### config.mk
export PLATFORM = sky130hd
export DESIGN_NAME = spi_sphere_packer
export DESIGN_NICKNAME = d
export VERILOG_FILES = /design/src/rtl/spi_sphere_packer.sv
export SDC_FILE = /design/constraint.sdc
export NUM_CORES = 1
export LEC_CHECK = 0
export CORE_ASPECT_RATIO = 1.1
export CORE_UTILIZATION = 30
export CTS_BUF_LIST = sky130_fd_sc_hd__clkbuf_16
export DETAILED_ROUTE_END_ITERATION = 12
export PLACE_DENSITY = 0.47
export SYNTH_ARGS = -nofsm -noshare
export SYNTH_HDL_FRONTEND = slang
export SYNTH_SLANG_ARGS = --single-unit
### constraint.sdc
create_clock -name CLK100MHZ -period 18.1 [get_ports CLK100MHZ]
set_clock_uncertainty 0.15 [all_clocks]
set_input_delay 3.62 -clock CLK100MHZ [delete_from_list [all_inputs] [get_ports CLK100MHZ]]
set_output_delay 3.62 -clock CLK100MHZ [all_outputs]
set_load 0.01 [all_outputs]
### src/rtl/spi_sphere_packer.sv
// Packs SPI bytes framed by cs_n into 64-bit sphere words, holds one word for the controller, returns ack/NAK status.
// Optional: define SPI_PACKER_CHECKSUM_EN to require a trailing XOR checksum byte per frame.
module spi_sphere_packer #(
    parameter int         FRAME_BYTES = 8,
    parameter logic [7:0] ACK_BYTE    = 8'hA5,
    parameter logic [7:0] NAK_OVR     = 8'hEE,
    parameter logic [7:0] NAK_FRM     = 8'hFE
) (
    input  logic        CLK100MHZ,
    input  logic        ck_rst,
    input  logic        rx_dv,
    input  logic [7:0]  rx_byte,
    input  logic        cs_n,
    input  logic        recv_interrupt,
    output logic        recv_dv,
    output logic [63:0] recv_64bit,
    output logic        tran_dv,
    output logic [7:0]  tran_byte,
    output logic        overrun
);

    localparam logic [3:0] PAYLOAD_LEN = 4'(FRAME_BYTES);
`ifdef SPI_PACKER_CHECKSUM_EN
    localparam logic [3:0] FRAME_LEN = 4'(FRAME_BYTES + 1);
`else
    localparam logic [3:0] FRAME_LEN = 4'(FRAME_BYTES);
`endif

    typedef enum logic [1:0] {IDLE = 2'd0, COLLECT = 2'd1, CHECK = 2'd2} state_t;

    state_t      state, state_next;
    logic        cs_meta, cs_s, cs_s_d;
    logic [3:0]  cnt;
    logic        too_long;
    logic [63:0] shift_reg;
    logic [63:0] hold;
    logic        hold_valid;
    logic        ack_pend;
`ifdef SPI_PACKER_CHECKSUM_EN
    logic [7:0]  csum_acc;
    logic [7:0]  csum_byte;
`endif

    logic cs_fall, cs_rise, deliver, frame_ok;
    logic clr_frame, store_byte, set_long, nak_frm, nak_ovr, accept;

    assign cs_fall = cs_s_d & ~cs_s;
    assign cs_rise = ~cs_s_d & cs_s;
    assign deliver = hold_valid & recv_interrupt;
`ifdef SPI_PACKER_CHECKSUM_EN
    assign frame_ok = (cnt == FRAME_LEN) && !too_long && (csum_byte == csum_acc);
`else
    assign frame_ok = (cnt == FRAME_LEN) && !too_long;
`endif

    // Synchronizer resets to deasserted so a frame cannot appear out of reset.
    always_ff @(posedge CLK100MHZ or posedge ck_rst) begin
        if (ck_rst) begin
            cs_meta <= 1'b1;
            cs_s    <= 1'b1;
            cs_s_d  <= 1'b1;
        end else begin
            cs_meta <= cs_n;
            cs_s    <= cs_meta;
            cs_s_d  <= cs_s;
        end
    end

    always_ff @(posedge CLK100MHZ or posedge ck_rst) begin
        if (ck_rst) state <= IDLE;
        else        state <= state_next;
    end

    always_comb begin
        state_next = state;
        clr_frame  = 1'b0;
        store_byte = 1'b0;
        set_long   = 1'b0;
        nak_frm    = 1'b0;
        nak_ovr    = 1'b0;
        accept     = 1'b0;
        case (state)
            IDLE: begin
                clr_frame = 1'b1;
                if (cs_fall) state_next = COLLECT;
            end
            COLLECT: begin
                if (cs_fall) begin
                    clr_frame = 1'b1;
                end else if (cs_rise) begin
                    if (frame_ok) begin
                        state_next = CHECK;
                    end else begin
                        nak_frm    = 1'b1;
                        state_next = IDLE;
                    end
                end else if (rx_dv) begin
                    if (cnt == FRAME_LEN) set_long   = 1'b1;
                    else                  store_byte = 1'b1;
                end
            end
            CHECK: begin
                state_next = IDLE;
                // A delivery in this same cycle empties the buffer in time.
                if (!hold_valid || deliver) accept  = 1'b1;
                else                        nak_ovr = 1'b1;
            end
            default: state_next = IDLE;
        endcase
    end

    always_ff @(posedge CLK100MHZ or posedge ck_rst) begin
        if (ck_rst) begin
            cnt       <= '0;
            too_long  <= 1'b0;
            shift_reg <= '0;
`ifdef SPI_PACKER_CHECKSUM_EN
            csum_acc  <= '0;
            csum_byte <= '0;
`endif
        end else if (clr_frame) begin
            cnt      <= '0;
            too_long <= 1'b0;
`ifdef SPI_PACKER_CHECKSUM_EN
            csum_acc <= '0;
`endif
        end else if (set_long) begin
            too_long <= 1'b1;
        end else if (store_byte) begin
            cnt <= cnt + 4'd1;
`ifdef SPI_PACKER_CHECKSUM_EN
            if (cnt < PAYLOAD_LEN) begin
                shift_reg <= {shift_reg[55:0], rx_byte};
                csum_acc  <= csum_acc ^ rx_byte;
            end else begin
                csum_byte <= rx_byte;
            end
`else
            if (cnt < PAYLOAD_LEN) shift_reg <= {shift_reg[55:0], rx_byte};
`endif
        end
    end

    always_ff @(posedge CLK100MHZ or posedge ck_rst) begin
        if (ck_rst) begin
            hold       <= '0;
            hold_valid <= 1'b0;
            recv_dv    <= 1'b0;
            recv_64bit <= '0;
            overrun    <= 1'b0;
        end else begin
            recv_dv <= deliver;
            if (deliver) recv_64bit <= hold;
            if (accept) begin
                hold       <= shift_reg;
                hold_valid <= 1'b1;
            end else if (deliver) begin
                hold_valid <= 1'b0;
            end
            if (nak_ovr) overrun <= 1'b1;
        end
    end

    // NAK wins the transmit slot; a colliding ack is deferred one cycle.
    always_ff @(posedge CLK100MHZ or posedge ck_rst) begin
        if (ck_rst) begin
            tran_dv   <= 1'b0;
            tran_byte <= '0;
            ack_pend  <= 1'b0;
        end else begin
            tran_dv <= 1'b0;
            if (nak_frm || nak_ovr) begin
                tran_dv   <= 1'b1;
                tran_byte <= nak_frm ? NAK_FRM : NAK_OVR;
                ack_pend  <= ack_pend | deliver;
            end else if (deliver || ack_pend) begin
                tran_dv   <= 1'b1;
                tran_byte <= ACK_BYTE;
                ack_pend  <= 1'b0;
            end
        end
    end

endmodule

# ---- After elaboration in Yosys (flattened, before gate mapping)
# Index checks and enable logic that the tools add are counted.
dict set report classes {
  addsub 1
  eq_ne 7
  magnitude_cmp 1
  muxes 39
  n_reduce_logical 14
  bitwise_logic 8
}
# op n
set ops {}
lappend ops {{1-bit 2-to-1 mux} 27}
lappend ops {{8-bit 2-to-1 mux} 2}
lappend ops {{4-bit 2-to-1 mux} 3}
lappend ops {{2-bit 2-to-1 mux} 4}
lappend ops {{2-bit != test, second input constant} 4}
lappend ops {{2-bit nonzero test} 4}
lappend ops {{5-bit 2-to-1 mux} 1}
lappend ops {{4-bit by 1-bit adder with 4-bit output, second input constant} 1}
lappend ops {{4-bit equality test, second input constant} 1}
lappend ops {{4-bit less-than comparator, second input constant} 1}
lappend ops {{1-bit inverter} 4}
lappend ops {{2-bit case mux with 2 select lines} 1}
lappend ops {{4-bit AND reduction} 1}
lappend ops {{1-bit bitwise AND} 3}
lappend ops {{1-bit logical OR} 3}
lappend ops {{3-bit AND reduction} 1}
lappend ops {{2-bit by 1-bit equality test with 1-bit output, second input constant} 1}
lappend ops {{2-bit equality test, second input constant} 1}
lappend ops {{1-bit zero test} 2}
lappend ops {{2-bit zero test} 1}
lappend ops {{1-bit case mux with 2 select lines} 1}
lappend ops {{2-bit AND reduction} 1}
lappend ops {{1-bit logical AND} 1}
lappend ops {{1-bit bitwise OR} 1}
dict set report totals {
  register_bits 215
  elab_cells 85
  input_bits 13
}

# ---- Depth between registers and ports, before layout
# Gate-level depths: netlist (run 1).
dict set report depth {
  ltp_word 9
  mapped_depth 6
  mapped_depth_nobuf 6
}

# ---- Worst setup path after synthesis (run 1)
# OpenSTA, ideal clock, no wires.
dict set report synth_path {
  path_type {input to register}
  start {input recv_interrupt}
  end {register hold[0]}
  t_arrival_ns 4.582
  n_path_buf 2
  required_time_ns 17.825
  setup_slack_ns 13.244
  stages 5
  path_cell_list {nand2b_1 nor2b_1 buf_2 buf_2 mux2_2}
}
dict set report synth_between {
  elab_chain_cells 4
}
# item line_no
set synth_rtl {}
lappend synth_rtl {{start, declared} 14} ;# input logic recv_interrupt,
lappend synth_rtl {{1-bit bitwise AND} 49} ;# assign deliver = hold_valid & recv_interrupt;
lappend synth_rtl {{1-bit logical OR} 105} ;# if (!hold_valid || deliver) accept = 1'b1;
lappend synth_rtl {{1-bit 2-to-1 mux} 105}
lappend synth_rtl {{1-bit 2-to-1 mux} 82} ;# case (state)
lappend synth_rtl {{end signal, assigned} 155} ;# hold <= shift_reg;
lappend synth_rtl {{end, declared} 36} ;# logic [63:0] hold;
# No other way between the ends.
# A chain may end at the register's enable or synchronous reset.

# ---- Final worst setup path (run 1)
dict set report layout_path {
  start {input recv_interrupt}
  end {register tran_byte[4]}
}
dict set report layout_between {
  elab_chain_cells 6
  elab_cells_between_ends 8
  classes_between {mux: 3; bitwise: 1; reduce/logical: 4}
}
# item line_no
set layout_rtl {}
lappend layout_rtl {{1-bit bitwise AND *} 49}
lappend layout_rtl {{1-bit logical OR} 105}
lappend layout_rtl {{1-bit 2-to-1 mux} 105}
lappend layout_rtl {{1-bit 2-to-1 mux} 82}
lappend layout_rtl {{1-bit logical OR} 172} ;# if (nak_frm || nak_ovr) begin
lappend layout_rtl {{8-bit 2-to-1 mux or 2-bit nonzero test (tied branches)} n/a}
lappend layout_rtl {{end signal, assigned} 174} ;# tran_byte <= nak_frm ? NAK_FRM : NAK_OVR;
lappend layout_rtl {{end, declared} 18} ;# output logic [7:0] tran_byte,
# Mark *: on every way between the ends. The rest lies on a longest branch, timed or not.

==> results of run 1 <==
critical path, cell delays in order:
cell,delay (ps)
clkdlybuf4s50_1,430
nand2_2,70
buf_4,550
clkinv_1,740
nor2_1,480
nand2_1,100
o21ai_0,160
per-layer routing:
metal	wire [um]	vias to the layer above	GRT usage, %
met3	867	26	2.79
met5	0	-	0
met2	6760	89	17.0
met4	280	0	3.45
li1	-	1860	-
met1	6510	2106	14.2
cell type report:
class / instances / area [um2]
Fill cell: 2553 / 16800
Clock buffer: 25 / 626
Multi-Input combinational cell: 236 / 2680
Sequential cell: 211 / 5280
Tap cell: 357 / 447
Inverter: 6 / 30.0
Clock inverter: 17 / 173
Timing Repair Buffer: 91 / 901
logic make-up (layout without fill, tap and decap cells):
group / Yosys count / after routing / synth area share [%]
compound gates: 8 / 8 / 0.564
xor+xnor: 1 / 1 / 0.107
fa+ha+maj: 2 / 2 / 0.305
buf+inv: 30 / 139 / 3.06
flops: 211 / 211 / 64.4
mux: 196 / 196 / 29.6
simple gates: 29 / 29 / 2.01
layout by cell type (no fill, tap or decap), types with 5 or more instances in the layout:
master,Yosys,final
clkbuf_16,0,25
clkdlybuf4s50_1,0,87
clkinv_1,1,7
dfrtp_1,208,208
inv_1,5,8
mux2_2,133,133
mux2_4,60,60
nand2_1,10,9
nor2_1,5,5
final timing paths:
path,from,endpoint,slack (ps),cells after the start
max,recv_interrupt,tran_byte[4]$_DFFE_PP0P_,12200,7
min,cs_meta$_DFF_PP1_,cs_s$_DFF_PP1_,200,0
max reg2reg,hold_valid$_DFFE_PP0P_,tran_byte[4]$_DFFE_PP0P_,15380,6
min reg2reg,cs_meta$_DFF_PP1_,cs_s$_DFF_PP1_,200,0
max in group asynchronous,ck_rst,shift_reg[17]$_DFFE_PP0P_,12630,3
min in group asynchronous,ck_rst,recv_64bit[46]$_DFFE_PP0P_,3540,2
metrics by stage:
stage	hold WS, ps	setup WS [ps]
6_report	204	12200
5_1_grt	214	11900
4_1_cts	206	12070
3_5_place_dp	198	11510
3_3_place_gp	197	11620
2_1_floorplan	195	8570
where the power goes:
part	internal, W	total (W)	switching (W)
clock	0.000304	0.000487	0.000182
combinational	0.0000929	0.000124	0.0000315
sequential	0.000538	0.000592	0.0000538
==> reports/qor.yml, run 1 <==
floorplanning:
  die_w_um: 160
  die-area_mm2: 0.0280
  start_util_pct: 30.5
  rows: 63
  design.core.area_mm2: 0.0270
  io_pins: 88
  fp.dieH_um: 175
timing:
  fmax_mhz: 169
  min_period_ps: 5900
  rsz0062_at_grt: "false"
  setup_viol: 0
  timing.final.crit_share_pct: 32.6
  max_slew_margin_pct: 33.6
  drv_slew: 0
  hold_viol_final: 0
  tightestPinTransition_ps: 996
  finalSetupTns_ps: 0
cts:
  numCtsBuffers: 24
  cts_buffer_depth: 3
  cts_setup_buffers: 0
  cts_max_level: 1
  path_clk_slew_ps: 50
  cts_tree: "done"
  cts_num_sinks: 211
  root_buffer: "clkbuf_16"
  cts.hold.buffers_added: 0
  ctsResizeCount: 0
  clk-insertion-delay-late_ps: 500
worst_hold_path:
  hp-class: "flop to flop"
worst_setup_path:
  arrival_ps: 6170
  crit_path_end_kind: "flop"
  cp.required_ps: 18360
  worstSetupPathType: "input port to flop"
  start_kind: "input port"
  critPathMaxFanout: 51
yosys:
  syn-instance-count: 477
  yosysMostFrequentCell: "dfrtp_1"
  avgSynthCellArea_um2: 17.2
  yosys.area.top_type_share_pct: 63.4
  yosys-top-cells-count: "dfrtp_1 (208), mux2_2 (133), mux2_4 (60), nand2_1 (10), buf_2 (8)"
  async_flop_share_pct: 100
  syn_nets: 492
  yosys_warnings: 0
  yosys-top-cells-area: "dfrtp_1 (63%), mux2_2 (18%), mux2_4 (11%)"
  yosys.area.top_type: "dfrtp_1"
  synth.distinct_cells: 29
  ys_seq_area_share_pct: 64.4
  synth_edf_count: 0
  synth_ff_type: "dfrtp_1"
  ys_ff_latch: 211
  syn_area_mm2: 0.00821
finish:
  antenna_cells: 0
  fin_util_pct: 37.6
  final_cells: 943
  final_area_mm2: 0.0101
  drive_above_1_share_pct: 40.6
  areaGrowthSynthToFinish_pct: 23.6
  nets: 585
placed_design:
  dpl_cell_area_mm2: 0.00935
  gp_congestion: 0.674
  placed_cells: 901
  hpwlAfterDp_um: 8580
  place.port_buffers: 87
power:
  p_leak_nw: 5.02
  peakVddDrop_mv: 0.0615
  p_total_w: 0.00120
  power_density_mw_per_mm2: 119
run_status:
  outcome: "finished clean"
detailed_routing:
  route.detailed.drc: 0
  wl_per_cell_um: 15.3
  num_vias: 4081
  drt-total-wl_um: 14400
  drtIter0Drc: 118
  ant_nets: 0
  viasPerCell: 4.33
  drt_pass1_iterations: 6
job:
  cap_viol_max_count: 0
global_routing:
  overflow: 0
  grt_pass1_wl_um: 24000
  grt.total_usage_pct: 10.7
  grt_max_degree: 140
  grt_antenna_before_repair: 0
  grt_pass1_vias: 4429
No activity file was read; power rests on OpenSTA's default activity.
==> run 2: changes to the inputs <==
--- a/config.mk
+++ b/config.mk
@@ -9,7 +9,7 @@
 export CORE_UTILIZATION = 30
 export CTS_BUF_LIST = sky130_fd_sc_hd__clkbuf_16
 export DETAILED_ROUTE_END_ITERATION = 12
-export PLACE_DENSITY = 0.47
+export PLACE_DENSITY = 0.48
 export SYNTH_ARGS = -nofsm -noshare
 export SYNTH_HDL_FRONTEND = slang
 export SYNTH_SLANG_ARGS = --single-unit
==> constraint.sdc (replaced) <==
create_clock -name CLK100MHZ -period 5.1 [get_ports CLK100MHZ]
set_clock_uncertainty 0.15 [all_clocks]
set_input_delay 1.02 -clock CLK100MHZ [delete_from_list [all_inputs] [get_ports CLK100MHZ]]
set_output_delay 1.02 -clock CLK100MHZ [all_outputs]
set_load 0.01 [all_outputs]
==> run 2 against run 1 <==
  * Worst setup slack got worse by 10000 ps
  * Total power increased to 3.4 times the previous value
  * Sequential power increased to 3.5 times the previous value
  * Sequential share of layout area increased by 0.36 points
  * Register-to-register slack got worse by 13000 ps
  * Via count increased by 0.83%
  * Die area unchanged
  * Hold slack improved by 1.9 ps
  * Wire length decreased by 0.14%
  * Critical path depth decreased by 1
  * Largest cell class unchanged
==> reports/qor.yml, run 2 (synthesis gave the netlist of run 1 again) <==
worst_setup_path:
  cp-startpoint: "recv_interrupt"  # unchanged
  critPathMaxFanout: 20  # was 51
  arrival_ps: 3230  # was 6170 ps
  start_kind: "input port"  # unchanged
  r2r_start: "cs_s$_DFF_PP1_"  # was hold_valid$_DFFE_PP0P_
  worstSetupPathType: "input port to flop"  # unchanged
  rrSetupSlack_ps: 2460  # was 15380 ps
  crit_path_end_kind: "flop"  # unchanged
  cp.required_ps: 5380  # was 18360 ps
finish:
  nets: 587  # was 585
  antenna_cells: 0  # unchanged
  final_area_mm2: 0.0101  # about the same
  fill_cells: 2589  # was 2553
  areaGrowthSynthToFinish_pct: 22.7  # was 23.6%
  layout_common_cells: "dfrtp_1 (208), mux2_2 (133), clkdlybuf4s50_1 (87), mux2_4 (60), clkbuf_16 (25)"  # unchanged
  seqCellArea_mm2: 0.00528  # unchanged
  fin_util_pct: 37.4  # was 37.6%
  drive_above_1_share_pct: 40.6  # about the same
  multiInputGateArea_mm2: 0.00268  # unchanged
  final_common_cell: "dfrtp_1"  # unchanged
cts:
  numCtsBuffers: 24  # unchanged
  cts_tree: "done"  # unchanged
  cts_setup_buffers: 0  # unchanged
  cts_buffer_depth: 3  # unchanged
  path_clk_slew_ps: 60  # was 50 ps
  clk-insertion-delay-late_ps: 510  # was 500 ps
  cts.hold.buffers_added: 0  # unchanged
  ctsResizeCount: 0  # unchanged
  cts_max_level: 1  # unchanged
  cts_num_sinks: 211  # unchanged
  root_buffer: "clkbuf_16"  # unchanged
floorplanning:
  design.core.area_mm2: 0.0270  # unchanged
  io_pins: 88  # unchanged
  fp.dieH_um: 175  # unchanged
  die_w_um: 160  # unchanged
  die-area_mm2: 0.0280  # unchanged
  start_util_pct: 30.5  # unchanged
  rows: 63  # unchanged
detailed_routing:
  viasPerCell: 4.35  # was 4.33
  drtIter0Drc: 155  # was 118
  num_vias: 4115  # was 4081
  ant_nets: 0  # unchanged
  route.detailed.drc: 0  # unchanged
  top_layer_used: "met4"  # unchanged
  wl_met2_um: 6460  # was 6760 um
  drt-total-wl_um: 14400  # about the same
  wl_met1_um: 6950  # was 6510 um
  wl_per_cell_um: 15.2  # was 15.3 um
  drt_pass1_iterations: 6  # unchanged
  wl_met3_um: 767  # was 867 um
timing:
  drv_slew: 0  # unchanged
  finalSetupTns_ps: 0  # unchanged
  max_slew_margin_pct: 35.0  # was 33.6%
  whs_ps: 206  # was 204 ps
  fmax_mhz: 338
  hold_viol_final: 0  # unchanged
  timing.final.crit_share_pct: 57.9
  tightestPinTransition_ps: 976  # was 996 ps
  setup_slack_ps: 2150  # was 12200 ps
  setup_viol: 0  # unchanged
  rsz0062_at_grt: "false"  # unchanged
  min_period_ps: 2950
placed_design:
  dpl_cell_area_mm2: 0.00937  # was 0.00935 mm2
  hpwlAfterDp_um: 8920  # was 8580 um
  preCtsSetupSlack_ps: 1490  # was 11510 ps
  gp_congestion: 0.694  # was 0.674
  place.port_buffers: 87  # unchanged
power:
  power_density_mw_per_mm2: 404  # was 119 mW/mm2
  p_leak_nw: 4.99  # was 5.02 nW
  peakVddDrop_mv: 0.247  # was 0.0615 mV
worst_hold_path:
  hp-class: "flop to flop"  # unchanged
  hold_path.startpoint: "cs_meta$_DFF_PP1_"  # unchanged
global_routing:
  overflow: 0  # unchanged
  grt_pass1_wl_um: 24400  # was 24000 um
  grt_antenna_before_repair: 0  # unchanged
  grt.total_usage_pct: 10.8  # was 10.7%
  grt_max_degree: 88  # was 140
  grt_pass1_vias: 4435  # was 4429
run_status:
  outcome: "finished clean"  # unchanged
job:
  cap_viol_max_count: 0  # unchanged
## run 2: where the power goes
| part | leakage (nW) | switching (W) | internal (W) |
|---|---|---|---|
| logic | 1.80 | 0.000112 | 0.000333 |
| registers | 2.82 | 0.000192 | 0.00191 |
| clock network | 0.372 | 0.000642 | 0.000881 |
| total | 4.99 | 0.000946 | 0.00312 |
## run 2: worst max-delay path, cell delays in order
cell and delay, ps:
clkdlybuf4s50_1 440, nand2_2 430, clkinv_1 660, nor2_1 440, nand2_1 80, o21ai_0 140
## run 2: cell type report
type	count	area share, %
Sequential cell	211	52.5
Multi-Input combinational cell	236	26.6
Timing Repair Buffer	93	9.22
Clock buffer	25	6.21
Tap cell	357	4.43
Clock inverter	17	0.783
Inverter	6	0.261
## run 2: final timing paths
check | to | cells past startpoint
worst max register to register | shift_reg[41]$_DFFE_PP0P_ | 5
max in group asynchronous | recv_64bit[39]$_DFFE_PP0P_ | 3
worst max-delay path | tran_byte[4]$_DFFE_PP0P_ | 6
worst min register to register | cs_s$_DFF_PP1_ | 0
min in group asynchronous | recv_64bit[46]$_DFFE_PP0P_ | 3
worst min-delay path | cs_s$_DFF_PP1_ | 0
## run 2: layer usage
metal,up-vias,GRT usage (%)
li1,1862,-
met1,2132,15.2
met2,102,16.6
met3,19,2.62
met4,0,3.08
met5,-,0
## run 2: metrics by stage
step	cells	power [W]
6_report	945	0.00407
5_1_grt	945	0.00429
4_1_cts	945	0.00415
3_5_place_dp	903	0.00259
3_3_place_gp	903	0.00257
2_1_floorplan	477	0.00247
